===== src/rtl/fault_inj_sched.sv =====
// ---------------------------------------------------------------------------
// fault_inj_sched
// Campaign scheduler for the TMR fault-injection path. A campaign runs a
// programmed number of single-bit upsets. The upsets are applied to the three
// core replicas in round-robin order. For every upset the scheduler:
//   1. idles for a gap,
//   2. drives inj_en/inj_data for hold cycles,
//   3. observes the voter flags for a settle window,
//   4. logs whether the fault was detected (voter_mismatch) and/or escaped
//      (voter_err).
//
// Ports
//   clk, rst          clock, asynchronous active-high reset
//   start, abort      campaign control (start sampled only in IDLE)
//   num_inj, gap, hold, settle, seed
//                     campaign configuration, latched on an accepted start
//   ref_counter       golden (voted) counter value that the upset corrupts
//   voter_mismatch    replicas disagree
//   voter_err         voted output differs from golden
//   inj_en            one-hot replica injection enable (bit i -> replica i)
//   inj_data          ref_counter with one bit flipped while injecting, else 0
//   busy, done        busy outside IDLE; done is a one-cycle completion pulse
//   inj_count, detected_count, escaped_count
//                     saturating campaign tallies
//   state_dbg         current FSM state encoding, for checkers
//
// Handshake: start is a level sampled on the rising edge while IDLE. It is
// accepted only when abort is low in the same cycle. abort is sampled every
// cycle and wins over all other activity outside IDLE.
// ---------------------------------------------------------------------------
module fault_inj_sched #(
   parameter int W = 8
) (
   input  logic         clk,
   input  logic         rst,
   input  logic         start,
   input  logic         abort,
   input  logic [7:0]   num_inj,
   input  logic [7:0]   gap,
   input  logic [3:0]   hold,
   input  logic [3:0]   settle,
   input  logic [7:0]   seed,
   input  logic [W-1:0] ref_counter,
   input  logic         voter_mismatch,
   input  logic         voter_err,
   output logic [2:0]   inj_en,
   output logic [W-1:0] inj_data,
   output logic         busy,
   output logic         done,
   output logic [7:0]   inj_count,
   output logic [7:0]   detected_count,
   output logic [7:0]   escaped_count,
   output logic [2:0]   state_dbg
);

   typedef enum logic [2:0] {
      S_IDLE   = 3'd0,
      S_GAP    = 3'd1,
      S_INJECT = 3'd2,
      S_SETTLE = 3'd3,
      S_LOG    = 3'd4,
      S_DONE   = 3'd5
   } state_t;

   state_t      state;
   logic [7:0]  num_l;
   logic [7:0]  gap_l;
   logic [3:0]  hold_l;      // already forced to >= 1
   logic [3:0]  settle_l;
   logic [7:0]  lfsr;
   logic [1:0]  ptr;
   logic [7:0]  cnt;         // cycles spent in the current timed state
   logic        det_flag;
   logic        esc_flag;

   logic [W-1:0] mask;
   logic [7:0]   lfsr_next;
   logic [7:0]   inj_count_inc;

   // Galois LFSR step: right shift, taps 0xB8.
   assign lfsr_next = lfsr[0] ? ((lfsr >> 1) ^ 8'hB8) : (lfsr >> 1);

   // The LFSR has already advanced on GAP exit, so its low bits select the
   // bit to flip for the whole INJECT phase.
   assign mask = {{(W-1){1'b0}}, 1'b1} << lfsr[2:0];

   function automatic logic [7:0] sat_inc(input logic [7:0] v, input logic en);
      return (en && (v != 8'hFF)) ? (v + 8'd1) : v;
   endfunction

   assign inj_count_inc = sat_inc(inj_count, 1'b1);

   // Outputs decoded straight from state registers. An abort takes effect at
   // the next edge. A reset clears state asynchronously, so both remove inj_en
   // without extra logic.
   always_comb begin
      inj_en   = 3'b000;
      inj_data = '0;
      if (state == S_INJECT) begin
         case (ptr)
            2'd0:    inj_en = 3'b001;
            2'd1:    inj_en = 3'b010;
            default: inj_en = 3'b100;
         endcase
         inj_data = ref_counter ^ mask;
      end
   end

   assign busy      = (state != S_IDLE);
   assign done      = (state == S_DONE);
   assign state_dbg = state;

   always_ff @(posedge clk or posedge rst) begin
      if (rst) begin
         state          <= S_IDLE;
         num_l          <= 8'd0;
         gap_l          <= 8'd0;
         hold_l         <= 4'd1;
         settle_l       <= 4'd0;
         lfsr           <= 8'h01;
         ptr            <= 2'd0;
         cnt            <= 8'd0;
         det_flag       <= 1'b0;
         esc_flag       <= 1'b0;
         inj_count      <= 8'd0;
         detected_count <= 8'd0;
         escaped_count  <= 8'd0;
      end else if ((state != S_IDLE) && abort) begin
         // Abandon: counters, LFSR and pointer keep their values.
         state <= S_IDLE;
      end else begin
         case (state)
            S_IDLE: begin
               if (start && !abort) begin
                  num_l          <= num_inj;
                  gap_l          <= gap;
                  hold_l         <= (hold == 4'd0) ? 4'd1 : hold;
                  settle_l       <= settle;
                  lfsr           <= (seed == 8'd0) ? 8'h01 : seed;
                  ptr            <= 2'd0;
                  cnt            <= 8'd0;
                  det_flag       <= 1'b0;
                  esc_flag       <= 1'b0;
                  inj_count      <= 8'd0;
                  detected_count <= 8'd0;
                  escaped_count  <= 8'd0;
                  state          <= (num_inj == 8'd0) ? S_DONE : S_GAP;
               end
            end
            S_GAP: begin
               if (cnt == gap_l) begin
                  lfsr  <= lfsr_next;
                  cnt   <= 8'd0;
                  state <= S_INJECT;
               end else begin
                  cnt <= cnt + 8'd1;
               end
            end
            S_INJECT: begin
               det_flag <= det_flag | voter_mismatch;
               esc_flag <= esc_flag | voter_err;
               if (cnt == {4'd0, hold_l - 4'd1}) begin
                  cnt   <= 8'd0;
                  state <= S_SETTLE;
               end else begin
                  cnt <= cnt + 8'd1;
               end
            end
            S_SETTLE: begin
               det_flag <= det_flag | voter_mismatch;
               esc_flag <= esc_flag | voter_err;
               if (cnt == {4'd0, settle_l}) begin
                  cnt   <= 8'd0;
                  state <= S_LOG;
               end else begin
                  cnt <= cnt + 8'd1;
               end
            end
            S_LOG: begin
               inj_count      <= inj_count_inc;
               detected_count <= sat_inc(detected_count, det_flag);
               escaped_count  <= sat_inc(escaped_count, esc_flag);
               ptr            <= (ptr == 2'd2) ? 2'd0 : (ptr + 2'd1);
               cnt            <= 8'd0;
               // Clearing here is the same as clearing on GAP entry.
               det_flag       <= 1'b0;
               esc_flag       <= 1'b0;
               state          <= (inj_count_inc == num_l) ? S_DONE : S_GAP;
            end
            S_DONE: begin
               state <= S_IDLE;
            end
            default: begin
               state <= S_IDLE;
            end
         endcase
      end
   end

endmodule

===== config.mk =====
export PLATFORM = sky130hd
export DESIGN_NAME = fault_inj_sched
export DESIGN_NICKNAME = d
export VERILOG_FILES = /design/src/rtl/fault_inj_sched.sv
export SDC_FILE = /design/constraint.sdc
export NUM_CORES = 1
export LEC_CHECK = 0
export ABC_AREA = 1
export BUFFER_PORTS_ARGS = -buffer_cell sky130_fd_sc_hd__buf_2
export CAP_MARGIN = 20
export CORE_UTILIZATION = 55
export DETAILED_ROUTE_END_ITERATION = 10
export PLACE_DENSITY_LB_ADDON = 0.25
export SETUP_SLACK_MARGIN = 0.1
export SLEW_MARGIN = 20
export SYNTH_ARGS = -nofsm -noshare
export SYNTH_HDL_FRONTEND = slang
export SYNTH_SLANG_ARGS = --single-unit
export TNS_END_PERCENT = 10

===== constraint.sdc =====
create_clock -name clk -period 2.86 [get_ports clk]
set_clock_uncertainty 0.1 [all_clocks]
set_input_delay 0.286 -clock clk [delete_from_list [all_inputs] [get_ports clk]]
set_output_delay 0.286 -clock clk [all_outputs]
set_load 0.02 [all_outputs]

==> impl_metrics.csv <==
group,metric,value,unit
route,viasPerCell,5.26,
cells_and_area,synthToLayoutAreaGrowth,15.9,%
global_route,grt_max_degree,39,
floorplan,fp.dieW,89.4,µm
timing,worst_pin_slew,0.724,ns
yosys,synth.most_common_cell,"nand2_1",
yosys,yosys_warnings,0,
clocking,clk_latency,0.35,ns
yosys,yosys_register_bits,71,
clocking,cts_buffers,9,
place,dpl.hpwl,7.09,mm
yosys,netlist_instances,544,
clocking,cts_resized,0,
critical_path,cp.arrival,2.31,ns
place,gp_congestion,0.927,
clocking,cts.clk_slew.worst_paths,0.08,ns
timing,slew_viol_final,0,
floorplan,fp-row-count,31,
timing,setup_violations,0,
cells_and_area,fin_nets,680,
global_route,grt_pass1_vias,3440,
yosys,ys_seq_area_frac,0.423,
critical_path,start_kind,"register",
min_path,min_path_type,"in -> reg",
yosys,synth_area,4210,µm²
floorplan,fp.dieH,89.4,µm
cells_and_area,final_cells,733,
timing,worst_slack,0.692,ns
critical_path,end_kind,"register",
cells_and_area,antenna_cells,0,
timing,fin_setup_tns,0,ns
clocking,htree_levels,3,
timing,hold_violations,0,
global_route,grt_usage,0.254,
clocking,ctsHoldBuffers,1,
yosys,netlist.area_leader.share,0.411,
power,powerDensity,862,nW/µm²
critical_path,cp.buffers_inverters,1,
global_route,grt_overflow_total,0,
floorplan,ios,86,
floorplan,die-area,8000,µm²
floorplan,start_util,0.574,
yosys,ys.flop_type,"dfrtp_1",
timing,period_needed,2.17,ns
yosys,ys_top_cells_by_area,"dfrtp_1 41%, nand2_1 13%, nand3_1 6.2%",
route,wl_per_cell,13.0,µm
clocking,cts_tree,"done",
timing,max_slew_margin,0.517,
power,power_leakage,2.44,nW
floorplan,coreArea,7330,µm²
timing,whs,0.0329,ns
critical_path,crit_type,"reg -> reg",
yosys,synth_top_cell_by_area,"dfrtp_1",
route,totalWireLength,9.50,mm
critical_path,crit_required,3.00,ns
critical_path,path_cells,"nor2_4 > nand2_2 > inv_2 > nand2_4 > nand2_2 > nand2_4 > nor2_2 > nand3_1 > o21ai_0 > nor2_1",
global_route,grt_pass1_wl,15.4,mm
place,place_inst,716,
place,place_area,4670,µm²
critical_path,cpPeakStageDelay,0.46,ns
yosys,synth_area_per_cell,7.73,µm²
clocking,post-cts-setup-buffer-count,0,
critical_path,crit_fanout,12,
place,pre_cts_ws,0.702,ns
cells_and_area,utilization,0.665,
place,port_buffers,85,
clocking,cts_num_sinks,71,
timing,period_share,0.758,
run,cap_violations,0,
outcome,status,"finished, final reports clean",
timing,rsz0062_at_grt,"false",
critical_path,cpLargestDelayFamily,"simple AND/OR/NAND/NOR gates",
yosys,async_flop_share,1.00,
yosys,synth_edf_count,0,
clocking,root_buffer,"clkbuf_8",
route,drt_first_pass_iters,4,
yosys,syn_nets,595,
yosys,yosysUniqueCellTypes,36,
yosys,ys_top_cells_by_count,"144 x nand2_1, 69 x dfrtp_1, 52 x nand3_1, 50 x inv_1, 45 x nor2_1",
route,drc,0,
clocking,cts_buffer_depth,2,
route,drt_iter0_drc,141,
route,ant_nets,0,
timing,max_freq,0.461,GHz
route,dr_total_vias,3853,
global_route,antenna_found_initial,0,
critical_path,crit_slowest_cell,"dfrtp_1",
power,ir_drop,406,µV
power,power,4.20,mW
cells_and_area,drive_gt1_frac,0.219,
cells_and_area,stdcell_area,4880,µm²
## registers in the layout, summed over array words and instances (netlist names)
name and count:
hold_l 4, det_flag 1, detected_count 8, gap_l 8
escaped_count 8, settle_l 4, inj_count 8, esc_flag 1
state_dbg 3, lfsr 8, ptr 2, cnt 8
num_l 8
## final cells by class
type | count | area (µm²)
fill | 633 | 2450
multi-input combinational | 397 | 2090
sequential | 71 | 1780
timing repair buffer | 90 | 465
inverter | 60 | 225
clock buffer | 13 | 149
tap | 99 | 124
clock inverter | 3 | 42.5
## kinds of logic (layout without fill, tap and decap cells)
group           Yosys count  count (layout)  synth area share
simple gates            278             278             0.293
xor+xnor                 39              39            0.0812
compound gates           75              75             0.108
fa+ha+maj                 5               5            0.0149
flops                    71              71             0.423
buf+inv                  76             166            0.0797
## power by group
group | leakage, nW | internal, mW | total [mW] | switching [mW]
registers | 0.921 | 1.32 | 1.60 | 0.279
clock network | 0.0936 | 0.427 | 0.798 | 0.372
logic | 1.42 | 0.659 | 1.81 | 1.15
total | 2.44 | 2.41 | 4.20 | 1.80
## worst min-delay path: cells and delay by family
kind	cells	cell delay, ns
and+or+nand+nor	2	0.09
buffers and inverters	1	0.07
## per-layer routing
layer	vias to the layer above	part of all wire	wire length [µm]	global-route usage
met2	104	0.49	4680	0.415
met5	-	0	0	0
met1	1791	0.44	4190	0.335
met4	0	0.022	207	0.107
li1	1936	-	-	-
met3	22	0.044	417	0.0434
## final timing paths
kind,from,slack [ns],cells past startpoint,end
max in group asynchronous,rst,1.33,4,lfsr[0]
hold reg to reg,det_flag,0.39,2,det_flag
hold / removal,gap[3],0.03,3,gap_l[3]
setup / recovery,state_dbg[0],0.69,10,escaped_count[5]
setup reg to reg,state_dbg[0],0.69,10,escaped_count[5]
min in group asynchronous,rst,0.51,3,settle_l[1]
## placed cells by master, fill, tap and decap left out, types with 2 or more instances in the layout
cell type    n
nor3_1       7
o21ai_2      2
clkbuf_1     3
o22ai_1     10
buf_2       85
a22oi_1      2
buf_4        4
inv_1       49
xnor2_1     16
o31ai_1      5
nor2_2       6
nor2_1      45
nand2_2      5
dfrtp_1     69
a21oi_1     11
o21a_1       3
nand4_1      6
clkbuf_8    10
dfstp_2      2
a31oi_1      4
nand2_1    144
o21ai_0     30
xor2_1      23
ha_1         5
o21ai_1      4
nor2_4       2
nand3_1     52
nand2_4      4
nor4_1       5
inv_2       11
No activity file was read; power rests on OpenSTA's default activity.
